--- config.mk ---
export PLATFORM = sky130hd
export DESIGN_NAME = seq_serializer
export DESIGN_NICKNAME = d
export VERILOG_FILES = /design/src/rtl/seq_pkg.sv /design/src/rtl/seq_serializer.sv
export SDC_FILE = /design/constraint.sdc
export NUM_CORES = 1
export LEC_CHECK = 0
export ABC_CLOCK_PERIOD_IN_PS = 2750
export CAP_MARGIN = 5
export CORE_MARGIN = 5
export CORE_UTILIZATION = 25
export CTS_BUF_LIST = sky130_fd_sc_hd__clkbuf_8
export CTS_CLUSTER_SIZE = 30
export DETAILED_ROUTE_END_ITERATION = 6
export PLACE_DENSITY_LB_ADDON = 0.3
export SLEW_MARGIN = 20
export SYNTH_ARGS = -nofsm -noshare
export SYNTH_HDL_FRONTEND = slang
export SYNTH_SLANG_ARGS = --single-unit
export TNS_END_PERCENT = 20
--- constraint.sdc ---
create_clock -name clk -period 2.75 [get_ports clk]
set_clock_uncertainty 0.1 [all_clocks]
set_input_delay 0.275 -clock clk [delete_from_list [all_inputs] [get_ports clk]]
set_output_delay 0.275 -clock clk [all_outputs]
set_load 0.01 [all_outputs]
--- src/rtl/seq_pkg.sv ---
// Shared constants for the serializer: FSM state encoding and the default word width.
package seq_pkg;

  localparam int SEQ_WIDTH_DEFAULT = 8;

  localparam logic STATE_IDLE  = 1'b0;
  localparam logic STATE_SHIFT = 1'b1;

endpackage

--- src/rtl/seq_serializer.sv ---
// Parallel-to-serial converter with a one-word hold buffer so that consecutive
// words leave back to back on seq_out with no idle cycle between them.
module seq_serializer
  import seq_pkg::*;
#(
  parameter int WIDTH     = SEQ_WIDTH_DEFAULT,
  parameter int MSB_FIRST = 1
) (
  input  logic             clk,
  input  logic             rst,
  input  logic [WIDTH-1:0] data_in,
  input  logic             data_valid,
  output logic             data_ready,
  output logic             seq_out,
  output logic             seq_valid,
  output logic             busy
);

  localparam int CW = (WIDTH > 1) ? $clog2(WIDTH) : 1;
  localparam logic [CW-1:0] LAST_CNT = CW'(WIDTH - 1);
  localparam int OUT_BIT = (MSB_FIRST != 0) ? WIDTH - 1 : 0;

  logic             state_q, state_d;
  logic [WIDTH-1:0] sr_q, sr_d;
  logic [CW-1:0]    bit_cnt_q, bit_cnt_d;
  logic [WIDTH-1:0] hold_q, hold_d;
  logic             hold_full_q, hold_full_d;
  logic             accept;
  logic             load;
  logic [WIDTH-1:0] sr_shifted;

  assign accept = data_valid && !hold_full_q;
  assign load   = (state_q == STATE_IDLE) || (bit_cnt_q == '0);

  assign sr_shifted = (MSB_FIRST != 0) ? {sr_q[WIDTH-2:0], 1'b0}
                                       : {1'b0, sr_q[WIDTH-1:1]};

  always_comb begin
    state_d     = state_q;
    sr_d        = sr_q;
    bit_cnt_d   = bit_cnt_q;
    hold_d      = hold_q;
    hold_full_d = hold_full_q;

    if (load) begin
      // The held word always goes first; a fresh word only refills the hold slot.
      if (hold_full_q) begin
        sr_d        = hold_q;
        bit_cnt_d   = LAST_CNT;
        state_d     = STATE_SHIFT;
        hold_full_d = accept;
        if (accept) begin
          hold_d = data_in;
        end
      end else if (accept) begin
        sr_d      = data_in;
        bit_cnt_d = LAST_CNT;
        state_d   = STATE_SHIFT;
      end else begin
        sr_d      = '0;
        bit_cnt_d = '0;
        state_d   = STATE_IDLE;
      end
    end else begin
      sr_d      = sr_shifted;
      bit_cnt_d = bit_cnt_q - CW'(1);
      if (accept) begin
        hold_d      = data_in;
        hold_full_d = 1'b1;
      end
    end
  end

  always_ff @(posedge clk) begin
    if (rst) begin
      state_q     <= STATE_IDLE;
      sr_q        <= '0;
      bit_cnt_q   <= '0;
      hold_q      <= '0;
      hold_full_q <= 1'b0;
    end else begin
      state_q     <= state_d;
      sr_q        <= sr_d;
      bit_cnt_q   <= bit_cnt_d;
      hold_q      <= hold_d;
      hold_full_q <= hold_full_d;
    end
  end

  // SR is cleared whenever the FSM returns to IDLE, so its output bit is already 0 there.
  assign seq_out    = sr_q[OUT_BIT];
  assign seq_valid  = state_q;
  assign busy       = state_q | hold_full_q;
  assign data_ready = ~hold_full_q;

endmodule

==> results by group, run 1 <==
Status
  – Status: finished, final reports clean

STA
  – Final number of setup-violating endpoints: 0
  – Fmax: 496 MHz
  – Fin crit period: 2.02 ns
  – Hold Violations, Final: 0
  – Slew @ Worst Pin: 0.828 ns
  – Relative slew slack: 44.6%
  – Final period util: 73.4%
  – RSZ-0062 raised after global routing: no
  – Final TNS setup: 0 ns
  – Worst Setup Slack, final: 0.732 ns
  – Max Slew Vio Count: 0

Pwr
  – Reported leakage power: 0.000413 uW
  – Worst VDD drop: 0.000275 V
  – Clock power frac: 30.6%
  – Total power: 642 uW
  – Psw: 159 uW
  – Switch share: 24.7%
  – PD cells: 538 mW/mm2
  – Int Power: 483 uW
  – Share of power burned in registers: 52.8%
  – Gate power share: 16.5%

Drt
  – Drt pass-1 iters: 4
  – DRC violations left: 0
  – Vias/cell: 4.61
  – Antenna-violating nets left: 0
  – WL final: 1950 um
  – Vias after detailed routing: 751
  – Drt initial violations: 23
  – Routed wire length per instance: 12.0 um

Placed design
  – Placed Area: 0.00115 mm2
  – Port Buffers: 14
  – Placer Congestion: 0.692
  – Pre-CTS setup slack: 0.761 ns
  – Post-detail-place hpwl: 1310 um

Floorplan
  – IO Count: 15
  – Starting Density: 25.6%
  – Die area: 0.00543 mm2
  – Core area: 0.00397 mm2
  – Die Ht: 73.7 um
  – Die X: 73.7 um
  – Rows: 23

Worst setup path
  – CP max FO: 20
  – CP Data Arrival Time: 1.64 ns
  – Crit path required time: 2.38 ns
  – Startpoint types: register
  – Setup crit end kind: output port
  – Setup Crit Path Kind: register to output port

GRT
  – Initial antenna violation count: 0
  – Global-route wire length before repair: 3420 um
  – Largest net degree at the start of global routing: 30
  – Remaining global-route overflow: 0
  – Vias in the first global route: 745
  – Overall Global Routing Usage: 8.08%

Synthesis
  – Register area share after synthesis: 41.4%
  – Syn_area_per_cell: 9.66 um2
  – Yosys cell types: 21
  – Synth Net Count: 118
  – Synth Register Bits: 21
  – Yosys warnings: 0
  – Netlist Area Pre-Place: 0.00101 mm2
  – Mapped Cells: 105

Cells and area
  – # diodes: 0
  – Util after Layout: 30.0%
  – Layout cell share with drive strength beyond 1: 3.54%
  – Nets: 127
  – Post-route cell area: 0.00119 mm2
  – Area growth syn-to-layout: 17.5%

Clock network
  – Clk sinks: 21
  – H-tree levels: 1
  – Root buffer cell: clkbuf_8
  – Num CTS Buffers: 3
  – Clock transition at the registers of the reported paths: 0.07 ns
  – Post-CTS Resized: 0
  – # Post-CTS Setup Buffers: 0
  – CTS tree: yes
  – Clock latency on the worst-skew pair: 0.26 ns
  – Cts hold-fix bufs: 0
  – Clock Path Buffers: 2

Worst hold path
  – HP Class: register to register

Run
  – Max-cap violation count: 0
## kinds of logic (layout without fill, tap and decap cells)
| logic type | after synthesis | count (layout) | share of synthesized area, % |
|---|---|---|---|
| and+or+nand+nor | 47 | 47 | 29.8 |
| DFF | 21 | 21 | 41.4 |
| buffers and inverters | 15 | 23 | 8.75 |
| AOI/OAI and AO/OA | 12 | 12 | 9.62 |
| muxes | 8 | 8 | 7.89 |
| adders and majority gates | 2 | 2 | 2.47 |
## cells in the mapped netlist (all sizes together)
cell type,n,area (um2)
nor3b,7,52.6
a211oi,3,22.5
nand2,8,30.0
ha,2,25.0
a21oi,1,5.00
and4bb,1,12.5
nand3b,8,60.1
buf,7,58.8
nand2b,17,106
nor3,1,5.00
a221oi,1,8.76
a311oi,7,61.3
nor2,1,3.75
and3b,3,26.3
or2,1,6.26
mux2i,8,80.1
inv,5,18.8
dfxtp,21,420
clkbuf,3,11.3
## critical path, cell delays in order, from the launching register on
cell             delay [ns]
dfxtp_1                0.66
or2_2                  0.20
clkdlybuf4s50_1        0.52
## metrics by stage
step / std cells / hold slack (ns)
2_1_floorplan: 105 / 0.330
3_3_place_gp: 159 / 0.364
3_5_place_dp: 159 / 0.371
4_1_cts: 163 / 0.383
5_1_grt: 163 / 0.397
6_report: 163 / 0.376
## state kept, by name, summed over array words and instances, names as in the netlist
register	count
hold_q	8
sr_q	8
bit_cnt_q	3
hold_full_q	1
seq_valid	1
## metal layers
metal / track usage (%) / routed length [um] / vias up
li1: - / - / 381
met1: 10.3 / 902 / 353
met2: 12.4 / 939 / 15
met3: 2.46 / 78 / 2
met4: 3.62 / 27 / 0
met5: 0 / 0 / -
## power by group through the flow
stage / clock network, uW / logic (uW) / registers [uW]
after global placement: 0 / 104 / 346
final: 197 / 106 / 339
after floorplan: 0 / 80.3 / 341
after global routing: 215 / 120 / 343
after detailed placement: 0 / 108 / 347
after CTS: 206 / 108 / 339
## cells in the final DEF, fill, tap and decap left out, types with 6 or more instances in the layout
master / count
nand2b_1: 17
a311oi_1: 7
nand3b_1: 8
inv_1: 6
mux2i_1: 8
dfxtp_1: 21
nor3b_1: 7
nand2_1: 8
clkdlybuf4s50_1: 14
## path summary, 6_finish.rpt
kind / start / end / slack (ns) / cells past startpoint
max: hold_full_q / busy / 0.73 / 2
min: hold_q[5] / hold_q[5] / 0.38 / 2
max reg2reg: bit_cnt_q[0] / hold_q[2] / 0.77 / 5
min reg2reg: hold_q[5] / hold_q[5] / 0.38 / 2
## layout make-up
class                      count  area (um2)
multi-input combinational     69         505
tap                           50        62.6
fill                         416        2780
clock inverter                 1        3.75
clock buffer                   3        41.3
timing repair buffer          14         140
inverter                       5        18.8
sequential                    21         420
Note: power is estimated with default switching activity, not from simulation.
==> run 2: changes to the inputs <==
--- a/config.mk
+++ b/config.mk
@@ -5,7 +5,7 @@
 export SDC_FILE = /design/constraint.sdc
 export NUM_CORES = 1
 export LEC_CHECK = 0
-export ABC_CLOCK_PERIOD_IN_PS = 2750
+export ABC_CLOCK_PERIOD_IN_PS = 1700
 export CAP_MARGIN = 5
 export CORE_MARGIN = 5
 export CORE_UTILIZATION = 25
==> constraint.sdc (replaced) <==
create_clock -name clk -period 1.7 [get_ports clk]
set_clock_uncertainty 0.1 [all_clocks]
set_input_delay 0.17 -clock clk [delete_from_list [all_inputs] [get_ports clk]]
set_output_delay 0.17 -clock clk [all_outputs]
set_load 0.01 [all_outputs]
==> run 2 against run 1 <==
Net effect: first-iteration DRC count increased by 17%; non-clock buffer count rose by 7; register-to-register slack lost 0.67 ns; routed wire length increased by 0.21%.
==> results by group, run 2 (same netlist as run 1, synthesis figures left out) <==
Cells and area
  – Area growth syn-to-layout: 22.9%
  – Biggest regs: hold_q: 8 flops, sr_q: 8 flops, bit_cnt_q: 3 flops
  – Nets: 134 (+5.5%)
  – Most common cell after layout, fill and taps aside: dfxtp_1
  – Layout cell share with drive strength beyond 1: 10.0% (+6.5 points)
  – Post-route cell area: 0.00125 mm2 (+4.6%)
  – # diodes: 0 (unchanged)
  – Commonest cells after routing, fill and taps aside: dfxtp_1 (21), nand2b_1 (16), clkdlybuf4s50_1 (14)

Clock network
  – Clk sinks: 21 (unchanged)
  – Clock transition at the registers of the reported paths: 0.08 ns (about the same)
  – # Post-CTS Setup Buffers: 0 (unchanged)
  – Root buffer cell: clkbuf_8
  – CTS tree: yes
  – Clock Path Buffers: 2 (unchanged)
  – Num CTS Buffers: 3 (unchanged)
  – H-tree levels: 1 (unchanged)
  – Clock latency on the worst-skew pair: 0.25 ns (about the same)

Pwr
  – PD cells: 843 mW/mm2 (+57%)
  – Worst VDD drop: 0.000533 V (+94%)
  – Total power: 1050 uW (+64%)
  – Reported leakage power: 0.000449 uW (+8.7%)

Drt
  – Routed wire length per instance: 11.5 um (-3.9%)
  – Drt initial violations: 27 (+17%)
  – DRC violations left: 0 (unchanged)
  – Antenna-violating nets left: 0 (unchanged)
  – WL final: 1950 um (+0.21%)
  – Vias/cell: 4.55 (-1.2%)
  – Drt pass-1 iters: 4 (unchanged)
  – Vias after detailed routing: 774 (+3.1%)

Floorplan
  – Die X: 73.7 um (unchanged)
  – IO Count: 15 (unchanged)
  – Rows: 23 (unchanged)
  – Die area: 0.00543 mm2 (unchanged)
  – Die Ht: 73.7 um (unchanged)
  – Starting Density: 25.6% (unchanged)
  – Core area: 0.00397 mm2 (unchanged)

Worst setup path
  – Worst reg-to-reg setup slack: 0.10 ns (-0.67 ns)
  – Crit path required time: 1.43 ns (-0.95 ns)
  – CP Data Arrival Time: 1.34 ns (-0.30 ns)
  – Setup crit end kind: output port
  – Startpoint types: register
  – R2r worst-path depth: 6 (+1)
  – CP max FO: 19 (-5.0%)
  – FF-to-FF Start: bit_cnt_q[0]
  – Setup Crit Path Kind: register to output port
  – R2R Path End: hold_q[5]

Run
  – Max-cap violation count: 0 (unchanged)

Placed design
  – Placer Congestion: 0.709 (+2.5%)
  – Port Buffers: 14 (unchanged)
  – Placed Area: 0.00120 mm2 (+4.6%)
  – Post-detail-place hpwl: 1420 um (+8.4%)

STA
  – Final TNS setup: 0 ns (unchanged)
  – Fmax: 622 MHz
  – Slew @ Worst Pin: 0.317 ns (-0.510 ns)
  – Fin crit period: 1.61 ns
  – Max Slew Vio Count: 0 (unchanged)
  – Final number of setup-violating endpoints: 0 (unchanged)
  – Final period util: 94.6%
  – RSZ-0062 raised after global routing: yes
  – Relative slew slack: 78.8% (+34 points)
  – Hold Violations, Final: 0 (unchanged)

GRT
  – Initial antenna violation count: 0 (unchanged)
  – Remaining global-route overflow: 0 (unchanged)
  – Overall Global Routing Usage: 7.68% (-0.39 points)
  – Vias in the first global route: 734 (-1.5%)
  – Global-route wire length before repair: 3310 um (-3.4%)
  – Largest net degree at the start of global routing: 30 (unchanged)

Worst hold path
  – Hold depth: 2 (unchanged)
  – Worst Hold Launch: hold_q[0]
  – Worst Hold End: hold_q[0]
  – HP Class: register to register

Status
  – Status: finished, final reports clean
## run 2: cell count changes in the layout (fill, tap and decap cells not counted), sizes merged
| cell | delta |
|---|---|
| buf | +7 |
## run 2: worst max path at each step
stage | start | end | cells past startpoint
6_report | hold_full_q | data_ready | 3
3_3_place_gp | bit_cnt_q[0] | hold_q[0] | 6
3_5_place_dp | bit_cnt_q[0] | sr_q[2] | 5
4_1_cts | bit_cnt_q[0] | sr_q[2] | 5
5_1_grt | bit_cnt_q[0] | hold_q[3] | 6
2_1_floorplan | bit_cnt_q[0] | hold_q[0] | 6
## run 2: worst max-delay path: stages, from the launching register on
cell	delay, ns
dfxtp_1	0.31
buf_4	0.19
inv_1	0.06
clkdlybuf4s50_1	0.53
## run 2: what timing repair did
| action | in CTS | in global routing |
|---|---|---|
| setup endpoints to repair | 0 | 19 |
| hold buffers | 0 | 0 |
| resized for setup | 0 | 1 |
## run 2: report_power, final
| group | switching, uW | internal (uW) | total (uW) |
|---|---|---|---|
| combinational | 92.1 | 108 | 200 |
| sequential | 11.6 | 527 | 539 |
| clock | 153 | 161 | 314 |
## run 2: metal layers
layer / share of wire, % / wire length (um) / track usage [%]
met1: 46 / 907 / 9.48
met2: 48 / 935 / 12.6
met3: 4.2 / 83 / 2.46
met4: 1.4 / 27 / 2.41
met5: 0 / 0 / 0
## run 2: layout make-up
cell class | instances | area [um2]
clock buffers | 3 | 41.3
clock inverters | 1 | 3.75
fillers | 433 | 2720
inverters | 5 | 18.8
multi-input cells | 69 | 508
flip-flops and latches | 21 | 420
well taps | 50 | 62.6
repair buffers | 21 | 193
## run 2: per-stage QoR
step                      setup WS, ns  instances  utilization (%)  hold slack, ns
after floorplan                  0.243        105                -           0.225
after global placement           0.126        166             30.2           0.362
after detailed placement        0.0708        166             30.2           0.372
after CTS                       0.0582        170             31.3           0.383
after global routing           -0.0448        170             31.4           0.393
final                           0.0910        170             31.4           0.378
